===== src/rtl/seg7_2421_pkg.sv =====
// seg7_2421_pkg: segment patterns and 2421-code helpers shared by the display driver.
package seg7_2421_pkg;
   localparam logic [6:0] SEG_0     = 7'h3F;
   localparam logic [6:0] SEG_1     = 7'h06;
   localparam logic [6:0] SEG_2     = 7'h5B;
   localparam logic [6:0] SEG_3     = 7'h4F;
   localparam logic [6:0] SEG_4     = 7'h66;
   localparam logic [6:0] SEG_5     = 7'h6D;
   localparam logic [6:0] SEG_6     = 7'h7D;
   localparam logic [6:0] SEG_7     = 7'h07;
   localparam logic [6:0] SEG_8     = 7'h7F;
   localparam logic [6:0] SEG_9     = 7'h6F;
   localparam logic [6:0] SEG_DASH  = 7'h40;
   localparam logic [6:0] SEG_BLANK = 7'h00;

   function automatic logic is_valid_2421(input logic [3:0] code);
      return code <= 4'd4 || code >= 4'd11;
   endfunction

   // Upper half of the 2421 code space sits 6 above its binary value.
   function automatic logic [3:0] dec_2421(input logic [3:0] code);
      return code[3] ? code - 4'd6 : code;
   endfunction
endpackage


===== src/rtl/seg7_2421_decode.sv =====
// seg7_2421_decode: one 2421 digit to its active-high gfedcba pattern plus a validity flag.
module seg7_2421_decode
   import seg7_2421_pkg::*;
(
   input  logic [3:0] i_code,
   output logic [6:0] o_seg,
   output logic       o_valid
);
   always_comb begin
      o_valid = is_valid_2421(i_code);
      case (dec_2421(i_code))
         4'd0:    o_seg = SEG_0;
         4'd1:    o_seg = SEG_1;
         4'd2:    o_seg = SEG_2;
         4'd3:    o_seg = SEG_3;
         4'd4:    o_seg = SEG_4;
         4'd5:    o_seg = SEG_5;
         4'd6:    o_seg = SEG_6;
         4'd7:    o_seg = SEG_7;
         4'd8:    o_seg = SEG_8;
         4'd9:    o_seg = SEG_9;
         default: o_seg = SEG_DASH;
      endcase
   end
endmodule


===== src/rtl/seg7_2421_scan.sv =====
// seg7_2421_scan: multiplexed 7-segment driver for a frame of 2421 digits with
// leading-zero blanking, invalid-code dashes and a sticky overflow on the top dp.
module seg7_2421_scan
   import seg7_2421_pkg::*;
#(
   parameter int NUM_DIGITS = 4,
   parameter int SCAN_DIV   = 100000,
   parameter bit ACTIVE_LOW = 1
) (
   input  logic                    clk,
   input  logic                    reset,
   input  logic                    load,
   input  logic [4*NUM_DIGITS-1:0] digits_in,
   input  logic                    blank_lz,
   input  logic                    ovf_in,
   input  logic                    ovf_clr,
   output logic [6:0]              seg,
   output logic                    dp,
   output logic [NUM_DIGITS-1:0]   an,
   output logic                    err
);
   localparam int   PW  = $clog2(SCAN_DIV);
   localparam int   IW  = $clog2(NUM_DIGITS);
   localparam logic POL = ACTIVE_LOW;

   logic [PW-1:0]                r_presc;
   logic [IW-1:0]                r_idx;
   logic [NUM_DIGITS-1:0][3:0]   r_frame;
   logic                         r_ovf;
   logic                         r_err;
   logic [6:0]                   r_seg;
   logic                         r_dp;
   logic [NUM_DIGITS-1:0]        r_an;
   logic [6:0]                   w_pat;
   logic [6:0]                   w_seg;
   logic                         w_valid;
   logic                         w_wrap;
   logic                         w_top;
   logic [NUM_DIGITS-1:0]        w_zero;
   logic [NUM_DIGITS-1:0]        w_lz;
   logic [NUM_DIGITS-1:0]        w_inv;

   seg7_2421_decode u_dec (
      .i_code  (r_frame[r_idx]),
      .o_seg   (w_pat),
      .o_valid (w_valid)
   );

   // Leading-zero mask propagates down from the top digit; digit 0 always shows.
   always_comb begin
      w_zero = '0;
      w_inv  = '0;
      w_lz   = '0;
      for (int i = 0; i < NUM_DIGITS; i++) begin
         w_zero[i] = r_frame[i] == 4'd0;
         w_inv[i]  = !is_valid_2421(r_frame[i]);
      end
      w_lz[NUM_DIGITS-1] = w_zero[NUM_DIGITS-1];
      for (int i = NUM_DIGITS - 2; i > 0; i--) w_lz[i] = w_zero[i] & w_lz[i+1];
   end

   assign w_wrap = r_presc == PW'(SCAN_DIV - 1);
   assign w_top  = r_idx == IW'(NUM_DIGITS - 1);
   assign w_seg  = !w_valid ? SEG_DASH : (blank_lz && w_lz[r_idx]) ? SEG_BLANK : w_pat;

   always_ff @(posedge clk) begin
      if (reset) begin
         r_presc <= '0;
         r_idx   <= '0;
         r_frame <= '0;
         r_ovf   <= 1'b0;
         r_err   <= 1'b0;
         r_seg   <= {7{POL}} ^ SEG_BLANK;
         r_dp    <= POL;
         r_an    <= {NUM_DIGITS{POL}};
      end else begin
         r_presc <= w_wrap ? '0 : r_presc + 1'b1;
         if (w_wrap) r_idx <= w_top ? '0 : r_idx + 1'b1;
         if (load) r_frame <= digits_in;
         r_ovf   <= ovf_in | (r_ovf & ~ovf_clr);
         r_err   <= |w_inv;
         r_seg   <= {7{POL}} ^ w_seg;
         r_dp    <= POL ^ (w_top & r_ovf);
         // Anodes stay dark for the first cycle of every slot to hide ghosting.
         r_an    <= {NUM_DIGITS{POL}} ^ ((r_presc == '0) ? '0 : NUM_DIGITS'(1) << r_idx);
      end
   end

   assign seg = r_seg;
   assign dp  = r_dp;
   assign an  = r_an;
   assign err = r_err;
endmodule


===== config.mk =====
export PLATFORM = sky130hd
export DESIGN_NAME = seg7_2421_scan
export DESIGN_NICKNAME = d
export VERILOG_FILES = /design/src/rtl/seg7_2421_pkg.sv /design/src/rtl/seg7_2421_decode.sv /design/src/rtl/seg7_2421_scan.sv
export SDC_FILE = /design/constraint.sdc
export NUM_CORES = 1
export LEC_CHECK = 0
export ABC_AREA = 1
export BUFFER_PORTS_ARGS = -buffer_cell sky130_fd_sc_hd__buf_2
export CAP_MARGIN = 40
export CORE_UTILIZATION = 53
export DETAILED_ROUTE_END_ITERATION = 10
export PLACE_DENSITY = 0.75
export SLEW_MARGIN = 15
export SYNTH_ARGS = -nofsm -noshare
export SYNTH_HDL_FRONTEND = slang
export SYNTH_SLANG_ARGS = --single-unit

===== constraint.sdc =====
create_clock -name clk -period 1.88 [get_ports clk]
set_input_delay 0.376 -clock clk [delete_from_list [all_inputs] [get_ports clk]]
set_output_delay 0.376 -clock clk [all_outputs]
set_load 0.005 [all_outputs]

# After elaboration in Yosys (flattened, before gate mapping)
# Memory sizes are Yosys's and may differ from the RTL's.
# Cells that the tools add are included.
# classes
reduce_logical	16
shifts	1
n_div	0
eq_ne	2
mux	9
magnitude_cmp	11
n_addsub	3
n_bitwise	9
multipliers	0
# op_table
cell	n
>= comparator 4 bit (second input constant)	5
less-or-equal comparator 4 x 3 -> 1 bit (second input constant)	5
adder 17 x 1 -> 17 bit (second input constant)	1
== test 17 bit (second input constant)	1
zero test 17 bit	1
2-to-1 mux 7 bit	2
zero test 4 bit	3
2-to-1 mux 4 bit	3
binary-select mux 4 bit (select 2 bit)	1
NOT 7 bit	1
logical OR 1 bit	5
bitwise AND 1 bit	4
zero test 1 bit	4
NOT 4 bit	1
OR reduction 4 bit	1
left shift 1 x 2 -> 4 bit (first input constant)	1
subtractor 4 x 3 -> 4 bit (second input constant)	1
< comparator 2 x 3 -> 1 bit (second input constant)	1
adder 2 x 1 -> 2 bit (second input constant)	1
binary-select mux 1 bit (select 2 bit)	1
== test 2 bit (second input constant)	1
2-to-1 mux 2 bit	1
NOT 1 bit	2
OR reduction 2 bit	1
3 further kinds	3
# word_totals
latch_bits	0
ff_bits	49
ramBits	0
out_inout_bits	13
wordCells	63
n_memories	1
rom_bits	112
in_bits	22
# memory_table
memory	words	width	read_ports	rd_ports_with_merged_regs	write_ports	line_no	text
(no name shown)	16	7	1	0	0	seg7_2421_decode.sv:11	case (dec_2421(i_code))

# Logic depth before layout (Yosys ltp)
# Gate-level depths: netlist of run 1.
# depth
depth_word	9
mapped_depth	14
depth_no_buf	13

# Cells and area by module
# From an unflattened synthesis of run 1, not the netlist that was laid out.
# hier_totals
cells_unflattened	370
hier_area_um2	2543.7
# by_module_without_submodules
mod	area_per_inst_um2	seq_area_each_um2	n_inst	cells_each
seg7_2421_scan	2308.5	980.9	1	324
seg7_2421_decode	235.2	0.0	1	46

# Worst setup path before layout of run 1
# OpenSTA, ideal clock, no wires.
# synth_timing
path_type	flip-flop to flip-flop
startpoint	reg r_idx[0]
endpoint	reg r_seg[0] (netlist: seg[0])
setup_time_ns	0.123
path_slack_ns	0.156
required_ns	1.757
path_buffers	1
t_arrival_ns	1.601
stages_incl_launch_ff	13
synth_period_minus_slack_ns	1.724
cell_sequence	dfxtp_1 -> buf_6 -> nand2_4 -> nand2_2 -> nand2_2 -> nand2_4 -> nand2_1 -> nand2_1 -> inv_1 -> ha_1 -> nand3b_1 -> nand3_1 -> nand3_1
# synth_between
elab_chain_cells	8
word_cells_on_any_way	14
classes_between	add/sub: 1; order compare: 2; mux: 7; bitwise: 1; reduce/logical: 2; memory: 1
# synth_rtl
element	line_no	text
start: declaration	seg7_2421_scan.sv:27	logic [IW-1:0] r_idx;
start signal: assignment	seg7_2421_scan.sv:78	if (w_wrap) r_idx <= w_top ? '0 : r_idx + 1'b1;
binary-select mux 4 bit (select 2 bit)	seg7_2421_scan.sv:44	.i_code (r_frame[r_idx]),
2-to-1 mux 4 bit (implied by the code)	seg7_2421_scan.sv:44	
subtractor 4 x 3 -> 4 bit	seg7_2421_pkg.sv:22	return code[3] ? code - 4'd6 : code;
2-to-1 mux 4 bit	seg7_2421_pkg.sv:22	
memory (16 x 7 bit)	--	
2-to-1 mux 7 bit	seg7_2421_scan.sv:64	assign w_seg = !w_valid ? SEG_DASH : (blank_lz && w_lz[r_idx]) ? SEG_BLANK : w_pat;
2-to-1 mux 7 bit *	seg7_2421_scan.sv:64	
NOT 7 bit (no source line) *	--	
end signal: assignment	seg7_2421_scan.sv:73	r_seg <= {7{POL}} ^ SEG_BLANK;
end signal: assignment	seg7_2421_scan.sv:82	r_seg <= {7{POL}} ^ w_seg;
end: declaration	seg7_2421_scan.sv:31	logic [6:0] r_seg;
# Every way passes the cells marked *; elsewhere a longest branch is shown, timed or not. The select of a mux whose other input is x is not followed.
# A chain may end at the register's enable or synchronous reset.

# Worst setup path after layout of run 1
# layout_timing
startpoint	reg r_idx[1]
endpoint	reg r_seg[0] (netlist: seg[0])
# Same word-level chain as after synthesis.

==> reports/results.ini, run 1 <==
[setup_path]
crit_arrival_ns=1.94
crit_buf_inv=2
crit_required_ns=2.08
worstSetupPathType=flop to flop
cp_top_family=simple AND/OR/NAND/NOR gates
end_kind=flop
startpoint_type=flop
path_cells=buf_4, nand3_2, nand2_4, nand2_1, nand2_2, inv_1, ha_1, nand3b_1, nand3_1, nand3_1
critical_path_cell_count=10
cp_max_fo=6
crit_slowest_cell=dfxtp_1
path_common_cell=nand3_1
crit_path_max_incr_delay_ns=0.42
r2r_cells=10

[global_route]
use_met2_pct=42.9
grt_max_degree=27
gr-usage-met1_pct=23.9
grt_use_met3_pct=4.28
grt_pass1_vias=2299
grt.overflow.total=0
grt_pass1_wl_mm=9.54
track_usage_pct=22.0
busiest_layer=met2
antenna_found_initial=0

[clock_network]
cts_sinks=49
holdBufCountCts=0
cts_tree=built
clockBufferDepth=2
cts-htree-levels=2
cts_resized=0
clk_pin_slew_ns=0.09
cts_setup_buffers=0
clkLatencyLatePin_ns=0.30
root_buffer=clkbuf_8
cts_buffers=5

[die]
rows=26
start_util_pct=55.3
die_area_mm2=0.00563
ios=35
dieHeight_um=75.0
coreArea_mm2=0.00511
die_w_um=75.0

[pwr]
p_sw_uw=581
seq_power_share_pct=54.9
p_sw_share_pct=28.2
p_clk_share_pct=29.7
p_leak_uw=0.00136
p_comb_share_pct=15.5
cellPowerDensity_mw_per_mm2=652
p_int_uw=1480
peakVddDrop_mv=0.338

[layout]
area_growth_pct=11.7
final_util_pct=61.8
final_cell_area_mm2=0.00316
nFillCells=489
antenna_cells=0
finalNetCount=430
drive_gt1_share_pct=31.2

[hold_path]
whs_path_depth=3
min_path_type=input pin to flop

[synth]
yosys.area.top_type=dfxtp_1
ys_top_cells_by_area=dfxtp_1 35%, nand2_4 6.4%, nand2_1 6.1%, ha_1 5.3%, nand3_1 5.0%
synthXorXnorAreaFrac_pct=2.48
yosys_most_used_dff=dfxtp_1
ys_types=36
synth_compound_area_share_pct=8.99
yosys_warnings=0
avgSynthCellArea_um2=7.89
synth-async-reset-ratio_pct=0
synth_top_area_share_pct=34.7
synth_mux_area_share_pct=0
synthesis.nets=392
syn_area_mm2=0.00283
synth_common_cells=49 x dfxtp_1, 46 x nand2_1, 37 x inv_1
ys_seq_area_share_pct=34.7
ys_ff_latch=49
synthSimpleGateAreaFrac_pct=40.2
syn_inst=358
yosysMostFrequentCell=dfxtp_1
synthAdderAreaFrac_pct=5.31
synth_edf_count=0
synth_top_family_by_area=simple AND/OR/NAND/NOR gates

[sta]
fmaxAchievable_mhz=575
rsz0062_at_grt=no
relSlewSlack_pct=57.8
hold_viol=0
worst_pin_slew_ns=0.632
fin_skew_ns=0.0130
finalSetupTns_ns=0
setup_viol=0
slew_violations=0
holdWs_ns=0.278
period_share_pct=92.5
fin_crit_ns=1.74

[drt]
num_vias=2344
antenna_left=0
wl_per_cell_um=12.0
initialDrtViolationCount=92
drt-total-wl_mm=5.61
dr.pass1.iters=4
drc_errors=0
drt-vias-per-instance=5.02

[place]
io_buffers=34
dpl.hpwl_mm=4.33
placed_area_mm2=0.00306
gp_congestion=0.886

[outcome]
status=finished clean

[job]
drv_cap=0

==> metal layers <==
metal  routed length (um)  share of wire, %
met2                 2940                52
met1                 2450                44
met5                    0                 0
met3                  171               3.0
met4                   51              0.91
==> through the flow <==
stage	setup slack [ns]	power, uW	instances
floorplan	0.156	1380	358
global placement	0.0848	1460	459
detailed placement	0.00885	1470	459
CTS	0.00512	2070	467
global route	0.00439	2160	467
finish	0.142	2060	467
==> cells by family (layout without fill, tap and decap cells) <==
| group | after synthesis | in the layout |
|---|---|---|
| adder cells (fa/ha/maj) | 12 | 12 |
| buffers and inverters | 52 | 91 |
| XOR/XNOR | 8 | 8 |
| flip-flops | 49 | 49 |
| AO/OA/AOI/OAI | 45 | 45 |
| AND/OR/NAND/NOR | 192 | 192 |
==> state kept, by name, indices dropped and copies added, names as in the netlist <==
register	flops
r_ovf	1
r_frame	16
r_idx	2
r_presc	17
err	1
dp	1
an	4
seg	7
==> placed cells by master (no fill, tap or decap), types with 3 or more instances in the layout <==
cell type,n
nand3_2,7
nor3_2,3
ha_1,12
nand3_1,28
inv_2,4
nand2_2,20
nand4_1,5
xor2_1,8
buf_2,34
nor2_2,11
nor4_1,4
nand3_4,3
nor2_4,3
nand2_1,45
inv_1,37
nor2_1,36
buf_4,6
nor3_1,6
a21oi_1,17
dfxtp_1,48
clkbuf_8,5
nand2_4,16
o21ai_0,21
==> final timing paths <==
| kind | start | slack (ns) | to |
|---|---|---|---|
| hold reg to reg | r_ovf | 0.41 | dp |
| setup / recovery | r_idx[1] | 0.14 | seg[0] |
| hold / removal | ovf_in | 0.28 | r_ovf |
| setup reg to reg | r_idx[1] | 0.14 | seg[0] |
==> worst min-delay path, delay by kind of cell <==
| family | cells | cell delay, ns |
|---|---|---|
| buffers and inverters | 1 | 0.07 |
| and+or+nand+nor | 1 | 0.07 |
| AOI/OAI and AO/OA | 1 | 0.03 |
==> final cells by class <==
cell class | instances | area (um^2) | area share (%)
multi-input combinational | 257 | 1610 | 51.1
sequential | 49 | 985 | 31.2
timing repair buffer | 40 | 215 | 6.82
tap | 70 | 87.6 | 2.78
clock inverter | 3 | 17.5 | 0.555
clock buffer | 5 | 68.8 | 2.18
inverter | 43 | 169 | 5.35
==> power by group through the flow <==
stage          registers [uW]  clock network [uW]  logic, uW
6_report                 1130                 611        318
5_1_grt                  1140                 658        366
4_1_cts                  1130                 625        319
3_5_place_dp             1150                   0        319
3_3_place_gp             1150                   0        309
2_1_floorplan            1150                   0        230
Note: power is estimated with default switching activity, not from simulation.
==> inputs of run 2 (changes only) <==
Settings changed: CORE_UTILIZATION 53 to 57, PLACE_DENSITY 0.75 to 0.8.
==> reports/results.ini, run 2 (synthesized netlist as in run 1, its figures left out) <==
[outcome]
status=finished clean

[setup_path]
r2r_end=seg[3]
path_cells=buf_4, nand2_2, nand2_1, nand2_2, nand2_4, nand2_1, nand2_2, inv_1, ha_1, nand3b_1, nand3_1, nand3_1
crit_slowest_cell=dfxtp_2
crit_path_max_incr_delay_ns=0.39
r2r_cells=12
cp_top_family=simple AND/OR/NAND/NOR gates
r2r_start=r_idx[0]
crit_arrival_ns=1.99
path_common_cell=nand2_2
crit_buf_inv=2
cp_max_fo=6
regToRegSetupSlack_ns=0.09
crit_required_ns=2.08
end_kind=flop
startpoint_type=flop
critical_path_cell_count=12
worstSetupPathType=flop to flop

[place]
io_buffers=34
dpl.hpwl_mm=4.43
placed_cells=458
placed_area_mm2=0.00308
gp_congestion=0.929

[layout]
final_cells=466
final_cell_area_mm2=0.00320
drive_gt1_share_pct=31.3
antenna_cells=0
final_cell_mix=48 x dfxtp_1, 45 x nand2_1, 37 x inv_1, 36 x nor2_1, 34 x buf_2
multi_input_area_mm2=0.00161
area.sequential_um2=982
largest_reg_flops=17
nFillCells=414
final_common_cell=dfxtp_1
finalNetCount=432
area_growth_pct=13.3
top_register=r_presc

[pwr]
peakVddDrop_mv=0.471
p_leak_uw=0.00139
cellPowerDensity_mw_per_mm2=691

[drt]
dr.pass1.iters=4
drt-total-wl_mm=5.66
initialDrtViolationCount=113
drc_errors=0
antenna_left=0
drt-vias-per-instance=5.09
num_vias=2370
wl_per_cell_um=12.2

[sta]
holdWs_ns=0.269
rsz0062_at_grt=no
setup_viol=0
fin_crit_ns=1.79
relSlewSlack_pct=64.7
hold_viol=0
slew_violations=0
period_share_pct=95.4
finalSetupTns_ns=0
fin_skew_ns=0.00724
worst_pin_slew_ns=0.529
fmaxAchievable_mhz=558

[hold_path]
holdPathEnd=r_ovf
min_path_type=input pin to flop
hp-start=reset
whs_path_depth=2

[clock_network]
cts_tree=built
cts_setup_buffers=0
clk_pin_slew_ns=0.09
cts_sinks=49
clkLatencyLatePin_ns=0.30
clockBufferDepth=2
cts-htree-levels=2
holdBufCountCts=0
cts_buffers=5
root_buffer=clkbuf_8

[global_route]
antenna_found_initial=0
track_usage_pct=23.8
grt_max_degree=22
grt.overflow.total=0
grt_pass1_vias=2185
grt_pass1_wl_mm=9.87

[die]
die_area_mm2=0.00524
start_util_pct=59.4
ios=35
dieHeight_um=72.4
coreArea_mm2=0.00475
rows=25
die_w_um=72.4

[job]
drv_cap=0

-- run 2: cell count changes in the layout (fill, tap and decap cells not counted), sizes merged --
| cell | change |
|---|---|
| buf | +2 |
| bufinv | +1 |
| clkbuf | +1 |
| clkinv | -1 |
| clkinvlp | -1 |
-- run 2: final cells by class --
type | count | share of cell area, %
multi-input combinational | 257 | 50.4
sequential | 49 | 30.7
timing repair buffer | 42 | 7.58
inverter | 43 | 5.28
tap | 67 | 2.62
clock buffer | 6 | 2.27
clock inverter | 2 | 1.21
-- run 2: timing repair --
action / CTS / global route
hold endpoints to repair: 0 / 0
setup endpoints to repair: 0 / 7
gates resized for setup: 0 / 4
-- run 2: how the worst max path moves through the flow --
| stage | from | endpoint | slack (ns) |
|---|---|---|---|
| 6_report | r_idx[0] | seg[3] | 0.09 |
| 5_1_grt | r_idx[0] | seg[3] | 0.005 |
| 4_1_cts | r_idx[0] | seg[3] | 0.004 |
| 3_5_place_dp | r_idx[0] | seg[3] | 0.009 |
| 3_3_place_gp | r_idx[0] | seg[5] | 0.12 |
| 2_1_floorplan | r_idx[0] | seg[0] | 0.16 |
-- run 2: worst reg2reg max path, cell delays in order (launching register included) --
cell and delay, ns:
dfxtp_2 0.39, buf_4 0.18, nand2_2 0.08, nand2_1 0.09, nand2_2 0.06, nand2_4 0.08
nand2_1 0.07, nand2_2 0.10, inv_1 0.09, ha_1 0.21, nand3b_1 0.18, nand3_1 0.11
nand3_1 0.07
-- run 2: metal layers --
metal	part of all wire [%]	up-vias	global-route usage, %
met1	49	1071	34.1
li1	-	1229	-
met2	46	66	36.4
met4	0.78	0	8.28
met5	0	-	0
met3	3.8	4	3.33
-- run 2: power breakdown --
group	leakage (uW)	internal, uW	switching, uW	total [uW]
Combinational	0.000928	136	193	330
Sequential	0.000403	1090	38.8	1130
Clock	0.0000554	400	353	753
Total	0.00139	1630	585	2210
-- run 2: through the flow --
| stage | utilization [%] | setup WS, ns | total power (uW) |
|---|---|---|---|
| after floorplan | - | 0.156 | 1380 |
| after global placement | 64.9 | 0.117 | 1470 |
| after detailed placement | 64.9 | 0.00857 | 1480 |
| after CTS | 67.2 | 0.00409 | 2220 |
| after global routing | 67.3 | 0.00526 | 2320 |
| final | 67.3 | 0.0867 | 2210 |
==> inputs of run 3 (changes only) <==
Settings changed: SYNTH_HIERARCHICAL set to 1.
==> reports/results.ini, run 3 <==
[outcome]
status=finished clean

[synth]
ys_top_cells_by_area=dfxtp_1 39%, nand2_1 10%, nor2_1 8.4%, inv_1 6.2%, o21ai_0 6.1%
yosys_warnings=6
synth-async-reset-ratio_pct=0
synth_common_cells=71 x nand2_1, 57 x nor2_1, 49 x dfxtp_1
synthSimpleGateAreaFrac_pct=32.3
synthesis.nets=402
syn_inst=370
yosys.area.top_type=dfxtp_1
ys_ff_latch=49
synthXorXnorAreaFrac_pct=1.72
avgSynthCellArea_um2=6.87
synth_mux_area_share_pct=0
synth_top_family_by_area=simple AND/OR/NAND/NOR gates
ys_types=30
synth_top_area_share_pct=38.6
synth_compound_area_share_pct=13.8
yosys_most_used_dff=dfxtp_1
yosysMostFrequentCell=nand2_1
synthAdderAreaFrac_pct=4.92
ys_seq_area_share_pct=38.6
syn_area_mm2=0.00254
synth_edf_count=0

[global_route]
antenna_found_initial=0
grt_max_degree=28
grt_pass1_wl_mm=8.54
grt.overflow.total=0
track_usage_pct=24.1
grt_pass1_vias=1990

[hold_path]
hp-start=ovf_in
whs_path_depth=3
min_path_type=input pin to flop
holdPathEnd=r_ovf

[drt]
initialDrtViolationCount=182
antenna_left=0
drt-total-wl_mm=5.48
dr.pass1.iters=4
num_vias=2479
drt-vias-per-instance=5.21
wl_per_cell_um=11.5
drc_errors=0

[clock_network]
clk_pin_slew_ns=0.09
cts_buffers=5
cts_sinks=49
root_buffer=clkbuf_8
cts_tree=built
cts-htree-levels=2
clkLatencyLatePin_ns=0.30
clockBufferDepth=2

[layout]
area_growth_pct=20.5
largest_reg_flops=17
drive_gt1_share_pct=25.6
antenna_cells=0
final_common_cell=nand2_1
nFillCells=339
top_register=r_presc
finalNetCount=457
final_cell_mix=68 x nand2_1, 54 x nor2_1, 47 x dfxtp_1, 39 x inv_1, 35 x buf_2

[pwr]
p_leak_uw=0.00130
cellPowerDensity_mw_per_mm2=670
peakVddDrop_mv=0.401
p_total_uw=2050

[setup_path]
r2r_end=seg[6]
end_kind=flop
worstSetupPathType=flop to flop
r2r_start=r_idx[0]
crit_arrival_ns=2.04
r2r_cells=12
regToRegSetupSlack_ns=0.05
cp_max_fo=6
startpoint_type=flop
crit_required_ns=2.09

[die]
dieHeight_um=68.8
die_area_mm2=0.00473
start_util_pct=61.4
coreArea_mm2=0.00414
ios=35
die_w_um=68.8
rows=23

[place]
dpl.hpwl_mm=3.86
gp_congestion=0.928
io_buffers=34

[job]
drv_cap=0

[sta]
relSlewSlack_pct=61.8
fin_skew_ns=0.00661
fin_crit_ns=1.83
finalSetupTns_ns=0
hold_viol=0
slew_violations=0
period_share_pct=97.2
worst_pin_slew_ns=0.572
setup_viol=0
fmaxAchievable_mhz=547

[run 3: cell count changes after synthesis, sizes merged, moves of 8 or more]
cell,delta
nand3,-9
nor2,+15
o21ai,+9
nor3,-8
a21oi,+10
[run 3: kinds of logic (layout without fill, tap and decap cells)]
logic type	after synthesis	count (layout)
buf+inv	54	110
simple gates	186	186
xor+xnor	5	5
flops	49	49
compound gates	66	66
fa+ha+maj	10	10
[run 3: critical path: stages, from the launching register on]
cell and delay [ns]:
dfxtp_4 0.37, buf_6 0.13, o21ai_2 0.14, o22ai_2 0.11
buf_4 0.15, ha_4 0.26, nand2_2 0.06, nand2_2 0.12
nand2_1 0.09, o211ai_1 0.10, nand2_1 0.08, nand2_1 0.07
nand2_1 0.04
[run 3: final cells by class]
class                   instances  area [um^2]  share of cell area (%)
multi-input cells             267         1430                    46.5
flip-flops and latches         49          986                    32.2
repair buffers                 54          325                    10.6
inverters                      48          183                    5.96
clock buffers                   6         72.6                    2.37
well taps                      50         62.6                    2.04
clock inverters                 2         10.0                   0.327
[run 3: what timing repair did]
| action | CTS | global route |
|---|---|---|
| resized for setup | 9 | 23 |
| setup buffers | 1 | 6 |
| hold buffers | 0 | 0 |
| pin swaps | 1 | 7 |
| gates cloned | 0 | 1 |
| endpoints found under the setup margin | 7 | 7 |
[run 3: worst max-delay path by stage]
| stage | cells after the start | startpoint | slack [ns] | end |
|---|---|---|---|---|
| floorplan | 11 | r_idx[0] | -0.02 | seg[3] |
| global placement | 11 | r_idx[1] | 0.0006 | seg[3] |
| detailed placement | 13 | r_idx[0] | -0.06 | seg[3] |
| CTS | 13 | r_idx[0] | 0.002 | seg[3] |
| global route | 12 | r_idx[0] | -0.05 | seg[6] |
| finish | 12 | r_idx[0] | 0.05 | seg[6] |
[run 3: per-layer routing]
metal	part of all wire [%]	wire, um	track usage, %	vias to the layer above
li1	-	-	-	1308
met1	48	2660	33.4	1084
met2	44	2420	37.1	80
met3	6.2	340	5.10	7
met4	1.1	61	7.40	0
met5	0	0	0	-
[run 3: power breakdown]
group / internal [uW] / total, uW / switching, uW / leakage, uW
clock: 258 / 602 / 343 / 0.0000450
sequential: 1090 / 1120 / 32.4 / 0.000404
combinational: 145 / 328 / 182 / 0.000853
[run 3: through the flow]
step,util [%],setup slack (ns),instances,hold WS [ns],area [um^2]
after CTS,71.0,0.00216,469,0.282,2940
after detailed placement,68.5,-0.0562,460,0.407,2840
final,73.9,0.0530,476,0.286,3060
after global routing,73.9,-0.0513,476,0.290,3060
after global placement,68.5,0.000612,460,0.402,2840
after floorplan,-,-0.0204,370,0.382,2560
